==> config.mk <==
export PLATFORM = sky130hd
export DESIGN_NAME = cdb_arbiter
export DESIGN_NICKNAME = d
export VERILOG_FILES = /design/src/rtl/cdb_arbiter_pkg.sv /design/src/rtl/cdb_fifo.sv /design/src/rtl/cdb_arbiter.sv
export SDC_FILE = /design/constraint.sdc
export NUM_CORES = 1
export LEC_CHECK = 0
export BUFFER_PORTS_ARGS = -buffer_cell sky130_fd_sc_hd__buf_2
export CORE_MARGIN = 2
export CORE_UTILIZATION = 46
export CTS_CLUSTER_SIZE = 10
export DETAILED_ROUTE_END_ITERATION = 10
export PLACE_DENSITY = 0.76
export RECOVER_POWER = 25
export SLEW_MARGIN = 20
export SYNTH_ARGS = -nofsm -noshare
export SYNTH_HDL_FRONTEND = slang
export SYNTH_HIERARCHICAL = 1
export SYNTH_SLANG_ARGS = --single-unit
export TNS_END_PERCENT = 50
==> constraint.sdc <==
create_clock -name clk -period 3.1 [get_ports clk]
set_input_delay 0.155 -clock clk [delete_from_list [all_inputs] [get_ports clk]]
set_output_delay 0.155 -clock clk [all_outputs]
set_load 0.05 [all_outputs]
==> src/rtl/cdb_arbiter_pkg.sv <==
// Shared constants for the common data bus arbiter: default queue depth,
// source encodings and the codebase's boolean aliases.
package cdb_arbiter_pkg;

    localparam int   CDBDEPTH = 4;
    localparam int   CDBBW    = $clog2(CDBDEPTH);

    localparam logic SRC_EX   = 1'b0;
    localparam logic SRC_LD   = 1'b1;

    localparam logic True     = 1'b1;
    localparam logic False    = 1'b0;

endpackage

==> src/rtl/cdb_fifo.sv <==
// Circular result queue for one CDB producer. The head entry is always
// visible on dout. A push into a full queue is ignored here; the caller
// flags the overflow. Flush empties the queue synchronously.
module cdb_fifo
    import cdb_arbiter_pkg::*;
#(
    parameter int DEPTH = CDBDEPTH,
    parameter int DW    = 32
) (
    input  logic                     clk,
    input  logic                     rst_n,
    input  logic                     flush,
    input  logic                     push,
    input  logic                     pop,
    input  logic [2*DW-1:0]          din,
    output logic [2*DW-1:0]          dout,
    output logic [$clog2(DEPTH):0]   count,
    output logic                     full,
    output logic                     empty
);

    localparam int             AW       = $clog2(DEPTH);
    localparam logic [AW:0]    FULL_CNT = (AW+1)'(DEPTH);

    logic [2*DW-1:0] mem [DEPTH];
    logic [AW-1:0]   head;
    logic [AW-1:0]   tail;
    logic            push_ok;
    logic            pop_ok;

    assign full    = (count == FULL_CNT);
    assign empty   = (count == '0);
    // A full queue never accepts a push, even if the same cycle pops.
    assign push_ok = push & ~full;
    assign pop_ok  = pop & ~empty;
    assign dout    = mem[head];

    // Storage write at the tail.
    // NOTE: the data array has no reset; validity lives entirely in count.
    always_ff @(posedge clk) begin
        if (push_ok && !flush) begin
            mem[tail] <= din;
        end
    end

    // Pointer and occupancy bookkeeping; pointers wrap naturally at DEPTH.
    // NOTE: state uses non-blocking assignments so every register samples pre-edge values.
    always_ff @(posedge clk or negedge rst_n) begin
        if (!rst_n) begin
            head  <= '0;
            tail  <= '0;
            count <= '0;
        end else if (flush) begin
            head  <= '0;
            tail  <= '0;
            count <= '0;
        end else begin
            if (push_ok) begin
                tail <= tail + 1'b1;
            end
            if (pop_ok) begin
                head <= head + 1'b1;
            end
            case ({push_ok, pop_ok})
                2'b10:   count <= count + 1'b1;
                2'b01:   count <= count - 1'b1;
                default: count <= count;
            endcase
        end
    end

endmodule

==> src/rtl/cdb_arbiter.sv <==
// Common data bus arbiter: two producer queues (ALU and load path) drained
// one result per cycle onto a registered broadcast port, with round-robin
// fairness on ties, conservative next-cycle availability flags for the
// producers, a sticky overflow flag and a mispredict flush.
module cdb_arbiter
    import cdb_arbiter_pkg::*;
#(
    parameter int DEPTH = CDBDEPTH,
    parameter int DW    = 32
) (
    input  logic          clk,
    input  logic          rst_n,
    input  logic          rdy,
    input  logic          jump_wrong_stall,
    input  logic          ex_flag,
    input  logic [DW-1:0] ex_rob_id,
    input  logic [DW-1:0] ex_val,
    input  logic          ld_flag,
    input  logic [DW-1:0] ld_rob_id,
    input  logic [DW-1:0] ld_val,
    output logic          ex_nex_ava,
    output logic          ld_nex_ava,
    output logic          cdb_flag,
    output logic [DW-1:0] cdb_rob_id,
    output logic [DW-1:0] cdb_val,
    output logic          cdb_src,
    output logic          ovf_err
);

    localparam int            AW      = $clog2(DEPTH);
    localparam logic [AW+1:0] DEPTH_W = (AW+2)'(DEPTH);

    logic          ex_push, ld_push;
    logic          ex_pop, ld_pop;
    logic [2*DW-1:0] ex_head, ld_head;
    logic [AW:0]   ex_count, ld_count;
    logic          ex_full, ld_full;
    logic          ex_empty, ld_empty;
    logic          last;
    logic          grant_ex, grant_ld;
    logic          advance;

    // State only moves when enabled and not being flushed.
    assign advance = rdy & ~jump_wrong_stall;
    assign ex_push = ex_flag & advance;
    assign ld_push = ld_flag & advance;
    assign ex_pop  = grant_ex & advance;
    assign ld_pop  = grant_ld & advance;

    cdb_fifo #(.DEPTH(DEPTH), .DW(DW)) u_ex_fifo (
        .clk   (clk),
        .rst_n (rst_n),
        .flush (jump_wrong_stall),
        .push  (ex_push),
        .pop   (ex_pop),
        .din   ({ex_rob_id, ex_val}),
        .dout  (ex_head),
        .count (ex_count),
        .full  (ex_full),
        .empty (ex_empty)
    );

    cdb_fifo #(.DEPTH(DEPTH), .DW(DW)) u_ld_fifo (
        .clk   (clk),
        .rst_n (rst_n),
        .flush (jump_wrong_stall),
        .push  (ld_push),
        .pop   (ld_pop),
        .din   ({ld_rob_id, ld_val}),
        .dout  (ld_head),
        .count (ld_count),
        .full  (ld_full),
        .empty (ld_empty)
    );

    // Round-robin grant over the queue heads: a tie goes to the source that
    // did not win last time.
    // NOTE: both grants get a default first so no latch is inferred.
    always_comb begin
        grant_ex = False;
        grant_ld = False;
        if (!ex_empty && !ld_empty) begin
            grant_ex = (last == SRC_LD);
            grant_ld = (last == SRC_EX);
        end else if (!ex_empty) begin
            grant_ex = True;
        end else if (!ld_empty) begin
            grant_ld = True;
        end
    end

    // Conservative availability: assumes no pop happens this cycle.
    always_comb begin
        ex_nex_ava = (({1'b0, ex_count} + {{(AW+1){1'b0}}, ex_flag}) < DEPTH_W);
        ld_nex_ava = (({1'b0, ld_count} + {{(AW+1){1'b0}}, ld_flag}) < DEPTH_W);
    end

    // Round-robin history: remembers the source of the latest grant.
    always_ff @(posedge clk or negedge rst_n) begin
        if (!rst_n) begin
            last <= SRC_LD;
        end else if (jump_wrong_stall) begin
            last <= SRC_LD;
        end else if (rdy && (grant_ex || grant_ld)) begin
            last <= grant_ld ? SRC_LD : SRC_EX;
        end
    end

    // Registered broadcast port; data holds when nothing is granted.
    always_ff @(posedge clk or negedge rst_n) begin
        if (!rst_n) begin
            cdb_flag   <= False;
            cdb_rob_id <= '0;
            cdb_val    <= '0;
            cdb_src    <= SRC_EX;
        end else if (jump_wrong_stall) begin
            cdb_flag <= False;
        end else if (rdy) begin
            cdb_flag <= grant_ex | grant_ld;
            if (grant_ex) begin
                {cdb_rob_id, cdb_val} <= ex_head;
                cdb_src               <= SRC_EX;
            end else if (grant_ld) begin
                {cdb_rob_id, cdb_val} <= ld_head;
                cdb_src               <= SRC_LD;
            end
        end
    end

    // Sticky overflow: any push that lands on a full queue.
    always_ff @(posedge clk or negedge rst_n) begin
        if (!rst_n) begin
            ovf_err <= False;
        end else if ((ex_push && ex_full) || (ld_push && ld_full)) begin
            ovf_err <= True;
        end
    end

endmodule
==> parameters.txt, run 1 <==
Parameter                              Value

Global route
  Number of global-route vias before repair ... approximately 14000
  Number of antenna violations at the first check in global routing ... 4
  Global-route total usage across every layer ... a little over a fifth
  Total grt overflow ... 0
  Wire length of the first global-routing pass ... 80200 µm
  Largest net degree at the start of global routing ... between 60 and 70

Timing
  Max-slew headroom at the worst pin ... ~35%
  Share of the clock period used by the worst path after layout ... between 80% and 90%
  Setup repair after global routing missed its margin ... false
  Final Max Slew Viols ... 0
  Worst clock skew ... roughly 0.027 ns
  Hold Fails Final Rpt ... 0
  # setup viols final ... 0
  Time the final worst path needs with I/O delays and setup ... about 2.5 ns
  Setup TNS ... 0 ns
  Transition at the pin with the smallest max-transition slack ... roughly 0.97 ns
  Peak Freq ... just under 0.4 GHz

Synthesis
  Cell area after synthesis ... around 23000 µm²
  Ranking of synthesized cells by instance count ... edfxtp_1 (512), nand2_1 (131), mux4_2 (128), dfrtp_1 (81), a21oi_1 (80)
  Synth unique cells ... 41
  Most frequent cell after synthesis ... edfxtp_1
  Main synth FF type ... edfxtp_1
  Mapped Cells ... about 1200
  Number of enable flip-flop cells after synthesis ... about 510
  Warnings, synthesis ... 6
  Synth top area share ... around two thirds
  Share of flip-flops with an asynchronous set or reset after synthesis ... 13.8%
  Flop and latch count out of synthesis ... roughly 600
  Cell taking the most area after synthesis ... edfxtp_1
  Number of nets in the synthesized netlist ... 1322
  Leading post-synthesis cells by cell area ... edfxtp_1 (67%), mux4_2 (13%), dfrtp_1 (8.9%), nand2_1 (2.2%), a31oi_1 (1.9%)
  Seq/Total Area, Yosys ... between 70 and 80%
  Avg Inst Size Synth ... 19.3 µm²

Place
  Final Wtd Congestion ... 0.802
  Number of placed instances, taps included ... 2020
  Count of buffers from port buffering ... a little over 200
  Placed cell areas ... between 20000 and 25000 µm²
  Post-detailed-placement half-perimeter wirelength ... about 32000 µm

Final layout
  Net total in the final layout ... 1706
  Layout overhead on the synthesized area ... 24.0%
  Share of layout cells above drive strength 1 ... between 20% and 30%
  Fill count ... between 3000 and 4000
  Final instance area ... around 28000 µm²
  Filler-free cell count of the finished design ... roughly 2300
  Final core occ ... 57.7%

Route
  Met1 WL ... 21000 µm
  Vias after detailed routing ... 12700
  1st-iter DRT viols ... between 1000 and 1500
  Met2 WL post-DR ... around 27000 µm
  Amount of wire on met3 after detailed routing ... around 3900 µm
  First-pass iteration count of the detailed router ... 5
  Highest routing layer actually used ... met4
  Number of DRC violations after detailed routing ... 0
  Total Wirelength ... ~54000 µm
  Count of nets left with antenna violations after detail routing ... 0
  Mean routed wirelength per cell ... 23.5 µm
  Via count normalized by instance count ... between 5 and 6

Run status
  Result of the run ... finished, final reports clean

Critical path
  R2R setup slack ... 0.57 ns
  Cell chain of the critical path ... or2_2 -> nor2_1 -> buf_4 -> o21bai_4 -> nor2_1 -> o31ai_1 -> a21oi_1 -> fa_1 -> a31oi_1 -> a2111oi_0
  Setup crit end kind ... flop
  Worst R2R Path Depth ... 10
  Cell type of the slowest stage on the worst timing path ... fa_1
  Data required time of the worst path ... around 3.5 ns
  Critical register-to-register path startpoint ... u_ex_fifo/count[1]
  Max stage delay on crit path ... 0.52 ns
  Maximum fanout encountered on the critical timing path ... 6
  Crit path DAT ... between 2 and 3 ns
  Startpoint class of the critical path ... flop
  Reg-to-reg endpoint ... u_ex_fifo/count[1]
  Most frequent cell on the critical path ... nor2_1
  Critical path class ... reg -> reg

Clock network
  Resize count post-CTS ... 0
  Number of buffers added for setup after CTS ... 0
  Worst-skew pair later-pin latency ... 0.59 ns
  Clock slew seen by the registers of the worst setup and hold paths ... roughly 0.050 ns
  Num CTS Buffers ... between 70 and 80
  Number of H-tree levels ... 3
  Clock root cell ... clkbuf_16
  Clock sinks ... just under 600
  CTS tree ... built
  Clock tree buffer depth ... 3

Power and ir drop
  Relative contribution of combinational cells to total power ... roughly 16%
  Switching Power ... 5.75 mW
  Peak VDD IR ... 0.000501 V
  Sequential Power Share ... between 40% and 50%
  Switching part of the total ... around 28%
  Post-layout power ... ~20 mW
  Pwr per Cell Area ... roughly 720 nW/µm²
  Relative contribution of the clock network to total power ... a little under two fifths
  Cell internal power dissipation ... 14.5 mW
  Leakage ... ~9.4 nW

Floorplan
  Effective utilization at floorplan ... between 40% and 50%
  Total Die Area ... approximately 51000 µm²
  Width of the die ... 227 µm
  Number of rows in the core area ... between 80 and 90
  I/O pin cnt ... 203
  Std-Cell Core Area ... about 49000 µm²
  Die outline height ... between 200 and 250 µm

Flow run
  Reported max-cap violation count ... 0

Worst hold path
  Worst Hold Class ... in -> async
==> timing repair <==
item	in CTS	in global routing
setup endpoints to repair	0	0
hold endpoints to repair	565	0
hold buffers	133	0
==> cell families (layout without fill, tap and decap cells) <==
kind of cell	count (synthesis)	count (layout)	synth area share, %
flip-flops	594	594	76.5
AND/OR/NAND/NOR	180	180	3.50
AO/OA/AOI/OAI	177	177	4.63
multiplexers	128	128	12.6
buffers and inverters	83	521	1.91
adder cells (fa/ha/maj)	10	10	0.615
XOR/XNOR	6	6	0.231
other	0	4	0
==> cell usage in the layout, fill, tap and decap left out, types with 3 or more instances in the layout <==
cell           count
clkbuf_16         74
buf_2            118
dfrtp_1           77
o311ai_0           3
edfxtp_1         512
mux4_2           128
dlygate4sd3_1    133
nand2b_1           7
a2111oi_0          4
nor3_1             3
buf_4             32
a31oi_1           68
clkbuf_1         127
ha_1               8
a21oi_1           79
nand3b_1           4
diode_2            4
o21ai_0            7
clkbuf_8           3
dfrtp_4            4
nand2_1          130
xor2_1             4
buf_12            18
and2_4             8
a22oi_1            3
nor2_1            11
inv_1             10
==> per-stage QoR <==
| step | hold WS (ns) | setup slack, ns |
|---|---|---|
| global route | 0.183 | 0.356 |
| CTS | 0.114 | 0.528 |
| finish | 0.130 | 0.568 |
| detailed placement | 0.223 | 0.573 |
| floorplan | -0.141 | -0.266 |
| global placement | 0.219 | 0.705 |
==> registers in the layout, summed over array words and instances (netlist names) <==
signal and flops:
cdb_flag 1, cdb_rob_id 32, cdb_src 1, cdb_val 32
last 1, ovf_err 1, u_ex_fifo/count 3, u_ex_fifo/head 2
u_ex_fifo/mem 256, u_ex_fifo/tail 2, u_ld_fifo/count 3, u_ld_fifo/head 2
u_ld_fifo/mem 256, u_ld_fifo/tail 2
==> power groups by stage <==
stage | clock [mW] | combinational (mW) | sequential, mW
floorplan | 0 | 0.646 | 11.0
global placement | 0 | 3.03 | 9.61
detailed placement | 0 | 3.08 | 9.62
CTS | 7.64 | 3.23 | 9.48
global route | 7.98 | 3.40 | 9.52
finish | 7.51 | 3.21 | 9.48
==> metal layers <==
layer	up-vias	GRT usage (%)
met5	-	0
met4	0	8.76
met3	94	4.55
met2	519	36.0
met1	6603	27.3
li1	5508	-
==> worst max path at each step <==
stage	start	endpoint	slack (ns)
final	u_ex_fifo/count[1]	u_ex_fifo/count[1]	0.57
after global routing	u_ex_fifo/count[1]	u_ex_fifo/count[1]	0.36
after CTS	u_ex_fifo/count[1]	u_ex_fifo/count[1]	0.53
after detailed placement	u_ex_fifo/count[1]	u_ex_fifo/count[1]	0.57
after global placement	u_ex_fifo/count[1]	u_ex_fifo/count[1]	0.70
after floorplan	jump_wrong_stall	u_ld_fifo/mem[0][0]	-0.27
==> final cells by class <==
| cell class | instances | area (µm²) | share of cell area, % |
|---|---|---|---|
| flip-flops and latches | 594 | 17400 | 61.7 |
| repair buffers | 384 | 2830 | 10.0 |
| inverters | 10 | 37.5 | 0.133 |
| multi-input cells | 501 | 4990 | 17.7 |
| diodes | 4 | 10.0 | 0.0354 |
| clock inverters | 6 | 53.8 | 0.190 |
| clock buffers | 121 | 2060 | 7.28 |
| well taps | 664 | 831 | 2.94 |
==> worst max-delay path: cells and delay by family (launching register included) <==
family | cells | cell delay (ns)
AOI/OAI and AO/OA | 5 | 0.84
adders and majority gates | 1 | 0.52
and+or+nand+nor | 3 | 0.49
buffers and inverters | 1 | 0.16
DFF | 1 | 0.38
Power figures use the tool's default switching activity.
==> inputs of run 2 (changes only) <==
clock period = 2.27 ns   (was 3.1 ns; I/O delays follow)
==> run 2 against run 1 <==
Effect of this change:
- sequential cell count unchanged
- global-route usage rose by 0.38 points
- combinational power rose by 39%
- core utilization grew 0.61 points
- routed wire length is 1.8% higher
- clock-buffer cell count shrank 7
- worst hold slack improved by 0.046 ns
- critical endpoint unchanged
==> parameters.txt, run 2 (synthesis gave the netlist of run 1 again) <==
Parameter                              Value

Route
  Number of DRC violations after detailed routing ... 0 (unchanged)
  Mean routed wirelength per cell ... 23.9 µm (was 23.5 µm)
  1st-iter DRT viols ... 1094 (was 1214)
  Total Wirelength ... 54700 µm (was 53700 µm)
  Via count normalized by instance count ... 5.57 (about the same)
  Vias after detailed routing ... 12800 (was 12700)
  Count of nets left with antenna violations after detail routing ... 0 (unchanged)
  First-pass iteration count of the detailed router ... 5 (unchanged)

Timing
  Worst clock skew ... 0.0215 ns (was 0.0271 ns)
  Transition at the pin with the smallest max-transition slack ... 1.38 ns (was 0.970 ns)
  # setup viols final ... 0 (unchanged)
  Hold Fails Final Rpt ... 0 (unchanged)
  Time the final worst path needs with I/O delays and setup ... 2.24 ns (was 2.53 ns)
  Peak Freq ... 0.447 GHz (was 0.395 GHz)
  Setup repair after global routing missed its margin ... true (was false)
  Max-slew headroom at the worst pin ... 7.90% (was 35.4%)
  Share of the clock period used by the worst path after layout ... 98.6% (was 81.7%)
  Setup TNS ... 0 ns (unchanged)
  Final Max Slew Viols ... 0 (unchanged)

Global route
  Number of global-route vias before repair ... 13700 (was 13600)
  Wire length of the first global-routing pass ... 81700 µm (was 80200 µm)
  Number of antenna violations at the first check in global routing ... 3 (was 4)
  Global-route total usage across every layer ... 21.8% (was 21.4%)
  Total grt overflow ... 0 (unchanged)
  Largest net degree at the start of global routing ... 66 (was 65)

Clock network
  CTS tree ... built (unchanged)
  Number of H-tree levels ... 3 (unchanged)
  Clock root cell ... clkbuf_16 (unchanged)
  Num CTS Buffers ... 70 (was 71)
  Clock sinks ... 594 (unchanged)
  Clock slew seen by the registers of the worst setup and hold paths ... 0.05 ns (about the same)
  Clock tree buffer depth ... 3 (unchanged)
  Worst-skew pair later-pin latency ... 0.58 ns (was 0.59 ns)

Critical path
  Crit path DAT ... 2.70 ns (was 2.97 ns)
  Setup crit end kind ... flop (unchanged)
  Setup crit start ... u_ex_fifo/count[0] (was u_ex_fifo/count[1])
  Critical path class ... reg -> reg (unchanged)
  Data required time of the worst path ... 2.73 ns (was 3.54 ns)
  Startpoint class of the critical path ... flop (unchanged)
  Worst R2R Path Depth ... 10 (unchanged)
  Maximum fanout encountered on the critical timing path ... 8 (was 6)
  Critical register-to-register path startpoint ... u_ex_fifo/count[0] (was u_ex_fifo/count[1])

Power and ir drop
  Peak VDD IR ... 0.00107 V (was 0.000501 V)
  Pwr per Cell Area ... 959 nW/µm² (was 715 nW/µm²)
  Cell internal power dissipation ... 19.6 mW (was 14.5 mW)
  Post-layout power ... 27.4 mW (was 20.2 mW)
  Leakage ... 9.53 nW (was 9.41 nW)
  Switching Power ... 7.76 mW (was 5.75 mW)
  Sequential Power Share ... 47.1% (was 46.9%)
  Switching part of the total ... 28.3% (was 28.5%)
  Relative contribution of combinational cells to total power ... 16.2% (was 15.9%)
  Relative contribution of the clock network to total power ... 36.6% (was 37.2%)

Floorplan
  Effective utilization at floorplan ... 46.6% (unchanged)
  Number of rows in the core area ... 81 (unchanged)
  Width of the die ... 227 µm (unchanged)
  Die outline height ... 227 µm (unchanged)
  I/O pin cnt ... 203 (unchanged)
  Std-Cell Core Area ... 49000 µm² (unchanged)
  Total Die Area ... 51300 µm² (unchanged)

Final layout
  Filler-free cell count of the finished design ... 2291 (was 2284)
  Net total in the final layout ... 1722 (was 1706)
  Layout overhead on the synthesized area ... 25.3% (was 24.0%)
  Share of layout cells above drive strength 1 ... 27.0% (was 25.2%)
  Leading cell types in the layout, fill and taps excluded ... edfxtp_1 (512), dlygate4sd3_1 (133), buf_2 (133) (was edfxtp_1 (512), dlygate4sd3_1 (133), nand2_1 (130))
  Fill count ... 3593 (was 3594)
  Most frequent standard cell in the layout excluding fill and tap cells ... edfxtp_1 (unchanged)
  Largest registers ... u_ex_fifo/mem: 256 flops, u_ld_fifo/mem: 256 flops (unchanged)
  Final core occ ... 58.3% (was 57.7%)
  Final instance area ... 28600 µm² (was 28300 µm²)

Place
  Count of buffers from port buffering ... 202 (unchanged)
  Final Wtd Congestion ... 0.840 (was 0.802)
  Placed cell areas ... 25200 µm² (was 24900 µm²)
  Post-detailed-placement half-perimeter wirelength ... 31500 µm (was 31800 µm)
  Number of placed instances, taps included ... 2033 (was 2020)

Flow run
  Reported max-cap violation count ... 0 (unchanged)

Run status
  Result of the run ... finished, final reports clean (unchanged)

Worst hold path
  Worst Min Path Start ... ex_flag
  Worst hold path depth ... 4
  Worst Hold Class ... in -> reg (was in -> async)
-- run 2: worst max-delay path: stages, from the launching register on --
cell,delay (ns)
dfrtp_1,0.38
or2_4,0.28
nor2_4,0.10
o21bai_4,0.14
nor2_4,0.07
buf_4,0.15
buf_4,0.12
buf_4,0.15
or3b_2,0.47
a31oi_1,0.20
a2111oi_2,0.06
-- run 2: layout make-up --
type | count | area [µm²] | share of cell area, %
Multi-Input combinational cell | 502 | 5070 | 17.8
Clock inverter | 5 | 76.3 | 0.267
Tap cell | 664 | 831 | 2.91
Inverter | 10 | 37.5 | 0.131
Timing Repair Buffer | 400 | 3150 | 11.0
Antenna cell | 2 | 5.00 | 0.0175
Clock buffer | 114 | 1940 | 6.79
Sequential cell | 594 | 17400 | 61.1
-- run 2: metrics by stage --
step	hold WS, ns	setup WS, ns
after detailed placement	0.0699	0.0221
final	0.176	0.0326
after floorplan	-0.182	-0.283
after global routing	0.219	-0.0399
after CTS	0.0733	0.000365
after global placement	0.0608	0.0451
-- run 2: routing by layer --
metal / GRT usage (%) / vias to the layer above / wire length (µm)
li1: - / 5549 / -
met1: 28.4 / 6584 / 22000
met2: 35.9 / 514 / 27200
met3: 5.14 / 119 / 3870
met4: 8.09 / 2 / 1680
met5: 0 / - / 13
-- run 2: power groups by stage --
stage               clock, mW  combinational [mW]  sequential, mW
floorplan                   0               0.897            15.0
detailed placement          0                4.26            13.1
global placement            0                4.15            13.1
global route             10.7                4.70            13.0
finish                   10.0                4.45            12.9
CTS                      10.2                4.46            12.9
-- run 2: timing repair --
item	in CTS	in global routing
hold buffers	134	0
setup buffers	0	2
hold endpoints to repair	601	0
setup endpoints to repair	0	30
gates resized for setup	0	9
-- run 2: worst paths after layout --
kind,end,slack [ns]
max in group asynchronous,u_ld_fifo/head[0],0.69
setup reg to reg,u_ex_fifo/count[1],0.03
setup / recovery,u_ex_fifo/count[1],0.03
min in group asynchronous,cdb_val[9],0.38
hold reg to reg,cdb_flag,0.48
hold / removal,u_ex_fifo/count[1],0.18
==> inputs of run 3 (changes only) <==
GPL_TIMING_DRIVEN = 0   (was unset)
PLACE_DENSITY = 0.73   (was 0.76)
clock period = 2.8 ns   (was 2.27 ns; I/O delays follow)
==> run 3 against run 2 <==
Effect of this change:
- the flow now finishes with violations (max-capacitance violations, max-slew violations, negative setup slack)
- first-iteration DRC count is 27% higher
- sequential share of layout area hardly changed
- final cell count is 2.1% higher
- worst hold slack worse by 0.12 ns
- combinational power is 20% lower
==> parameters.txt, run 3 (synthesis gave the netlist of run 1 again) <==
Parameter                              Value

Place
  Count of buffers from port buffering ... 202 (unchanged)
  Post-detailed-placement half-perimeter wirelength ... 33700 µm (was 31500 µm)
  Final Wtd Congestion ... 0.791 (was 0.840)
  Setup slack at placement ... -0.934 ns (was 0.0221 ns)

Final layout
  Fill count ... 3617 (was 3593)
  Share of layout cells above drive strength 1 ... 26.9% (was 27.0%)
  Net total in the final layout ... 1765 (was 1722)
  Most frequent standard cell in the layout excluding fill and tap cells ... edfxtp_1 (unchanged)
  Layout overhead on the synthesized area ... 25.3% (about the same)
  Final core occ ... 58.3% (about the same)
  Largest registers ... u_ex_fifo/mem: 256 flops, u_ld_fifo/mem: 256 flops (unchanged)
  Leading cell types in the layout, fill and taps excluded ... edfxtp_1 (512), buf_2 (164), dlygate4sd3_1 (138) (was edfxtp_1 (512), dlygate4sd3_1 (133), buf_2 (133))

Global route
  Number of global-route vias before repair ... 13400 (was 13700)
  Wire length of the first global-routing pass ... 83200 µm (was 81700 µm)
  Global-route total usage across every layer ... 22.3% (was 21.8%)
  Number of antenna violations at the first check in global routing ... 5 (was 3)
  Largest net degree at the start of global routing ... 44 (was 66)
  Total grt overflow ... 0 (unchanged)

Route
  1st-iter DRT viols ... 1394 (was 1094)
  Via count normalized by instance count ... 5.61 (was 5.57)
  Total Wirelength ... 56100 µm (was 54700 µm)
  Vias after detailed routing ... 13100 (was 12800)
  First-pass iteration count of the detailed router ... 5 (unchanged)
  Number of DRC violations after detailed routing ... 0 (unchanged)
  Count of nets left with antenna violations after detail routing ... 0 (unchanged)
  Mean routed wirelength per cell ... 24.0 µm (was 23.9 µm)

Timing
  Hold Fails Final Rpt ... 0 (unchanged)
  Share of the clock period used by the worst path after layout ... 102% (was 98.6%)
  Min Hold Slack ... 0.0603 ns (was 0.176 ns)
  Time the final worst path needs with I/O delays and setup ... 2.86 ns (was 2.24 ns)
  Setup repair after global routing missed its margin ... true (unchanged)
  Peak Freq ... 0.350 GHz (was 0.447 GHz)
  Final worst-path setup slack ... -0.0605 ns (was 0.0326 ns)
  Worst clock skew ... 0.0237 ns (was 0.0215 ns)
  Max-slew headroom at the worst pin ... -46.5% (was 7.90%)
  # setup viols final ... 1 (was 0)
  Transition at the pin with the smallest max-transition slack ... 2.20 ns (was 1.38 ns)
  Setup TNS ... -0.0605 ns (was 0 ns)
  Final Max Slew Viols ... 40 (was 0)

Floorplan
  Width of the die ... 227 µm (unchanged)
  Total Die Area ... 51300 µm² (unchanged)
  Die outline height ... 227 µm (unchanged)
  Std-Cell Core Area ... 49000 µm² (unchanged)
  I/O pin cnt ... 203 (unchanged)
  Number of rows in the core area ... 81 (unchanged)
  Effective utilization at floorplan ... 46.6% (unchanged)

Power and ir drop
  Post-layout power ... 22.3 mW (was 27.4 mW)
  Leakage ... 9.68 nW (was 9.53 nW)
  Peak VDD IR ... 0.000695 V (was 0.00107 V)
  Pwr per Cell Area ... 782 nW/µm² (was 959 nW/µm²)

Clock network
  CTS tree ... built (unchanged)
  Number of H-tree levels ... 3 (unchanged)
  Num CTS Buffers ... 70 (unchanged)
  Clock root cell ... clkbuf_16 (unchanged)
  Worst-skew pair later-pin latency ... 0.59 ns (was 0.58 ns)
  Clock tree buffer depth ... 3 (unchanged)
  Clock slew seen by the registers of the worst setup and hold paths ... 0.05 ns (about the same)
  Clock sinks ... 594 (unchanged)

Critical path
  Sum of buffers and inverters on the critical path ... 3 (unchanged)
  Startpoint class of the critical path ... flop (unchanged)
  Largest delay share family, worst path ... compound AO/OA/AOI/OAI gates (was simple AND/OR/NAND/NOR gates)
  Critical path class ... reg -> reg (unchanged)
  Maximum fanout encountered on the critical timing path ... 9 (was 8)
  Setup crit end kind ... flop (unchanged)
  Crit path DAT ... 3.33 ns (was 2.70 ns)
  Cell type of the slowest stage on the worst timing path ... fa_1 (was or3b_2)
  Critical register-to-register path startpoint ... u_ex_fifo/count[1] (was u_ex_fifo/count[0])
  Setup crit start ... u_ex_fifo/count[1] (was u_ex_fifo/count[0])
  R2R setup slack ... -0.06 ns (was 0.03 ns)
  Cell chain of the critical path ... clkbuf_4 -> or2_4 -> nor2_4 -> o21bai_2 -> buf_4 -> nor2_2 -> buf_4 -> o31ai_1 -> a21oi_1 -> fa_1 -> a31oi_1 -> a2111oi_1 (was or2_4 -> nor2_4 -> o21bai_4 -> nor2_4 -> buf_4 -> buf_4 -> buf_4 -> or3b_2 -> a31oi_1 -> a2111oi_2)
  Max stage delay on crit path ... 0.55 ns (was 0.47 ns)
  CP Capture Point ... u_ex_fifo/count[1] (unchanged)
  Data required time of the worst path ... 3.27 ns (was 2.73 ns)
  Most frequent cell on the critical path ... buf_4 (unchanged)
  Cell depth of the worst setup path ... 12 (was 10)
  Reg-to-reg endpoint ... u_ex_fifo/count[1] (unchanged)
  Worst R2R Path Depth ... 12 (was 10)

Flow run
  Reported max-cap violation count ... 1 (was 0)

Worst hold path
  Worst Hold Class ... in -> reg (unchanged)

Run status
  Result of the run ... finished, violations left (was finished, final reports clean)
  Violated checks ... max-capacitance violations, max-slew violations, negative setup slack
run 3: changes by cell type in the layout (fill, tap and decap cells not counted), moves of 5 or more:
| cell | previous run | this run |
|---|---|---|
| buf_16 | 0 | 7 |
| buf_12 | 33 | 6 |
| buf_2 | 133 | 164 |
| dlygate4sd3_1 | 133 | 138 |
| clkbuf_1 | 113 | 131 |
run 3: final cells by class:
class | count | area (µm²) | share of cell area [%]
clock buffer | 123 | 2030 | 7.13
antenna | 2 | 5.00 | 0.0175
clock inverter | 2 | 35.0 | 0.123
inverter | 10 | 37.5 | 0.131
sequential | 594 | 17400 | 61.1
multi-input combinational | 509 | 5070 | 17.8
timing repair buffer | 363 | 2690 | 9.44
tap | 664 | 831 | 2.91
buffer | 73 | 412 | 1.44
run 3: per-layer routing:
layer  global-route usage (%)  routed length [µm]
met1                     30.3               22600
met5                        0                  44
met2                     36.2               27800
met3                     4.44                4180
met4                     7.89                1510
run 3: where the power goes:
part | leakage (nW) | total (mW) | switching, mW | internal (mW)
sequential | 5.57 | 10.5 | 0.373 | 10.1
combinational | 3.12 | 3.57 | 2.67 | 0.900
clock | 0.989 | 8.25 | 3.27 | 4.97
run 3: metrics by stage:
step,std cells,cell area [µm²]
2_1_floorplan,1178,22800
3_3_place_gp,2044,24600
3_5_place_dp,2053,24900
4_1_cts,2333,28600
5_1_grt,2340,28500
6_report,2340,28500
run 3: worst min-delay path: cells and delay by family:
kind	cells	cell delay, ns
buf+inv	1	0.14
simple gates	3	0.34
run 3: worst min path at each step:
stage	start	end	cells past startpoint	slack (ns)
2_1_floorplan	rst_n	cdb_flag	0	-0.16
3_3_place_gp	ex_rob_id[5]	u_ex_fifo/mem[3][37]	1	0.35
3_5_place_dp	rst_n	cdb_val[4]	1	0.1
4_1_cts	rdy	cdb_src	4	0.007
5_1_grt	rdy	cdb_src	4	0.08
6_report	rdy	cdb_src	4	0.06
run 3: repair_timing:
item / CTS / global route
endpoints found under the setup margin: 416 / 52
setup buffers: 9 / 5
gates resized for setup: 15 / 15
hold endpoints to repair: 599 / 0
gates cloned: 8 / 0
pin swaps: 8 / 4
hold buffers: 138 / 0
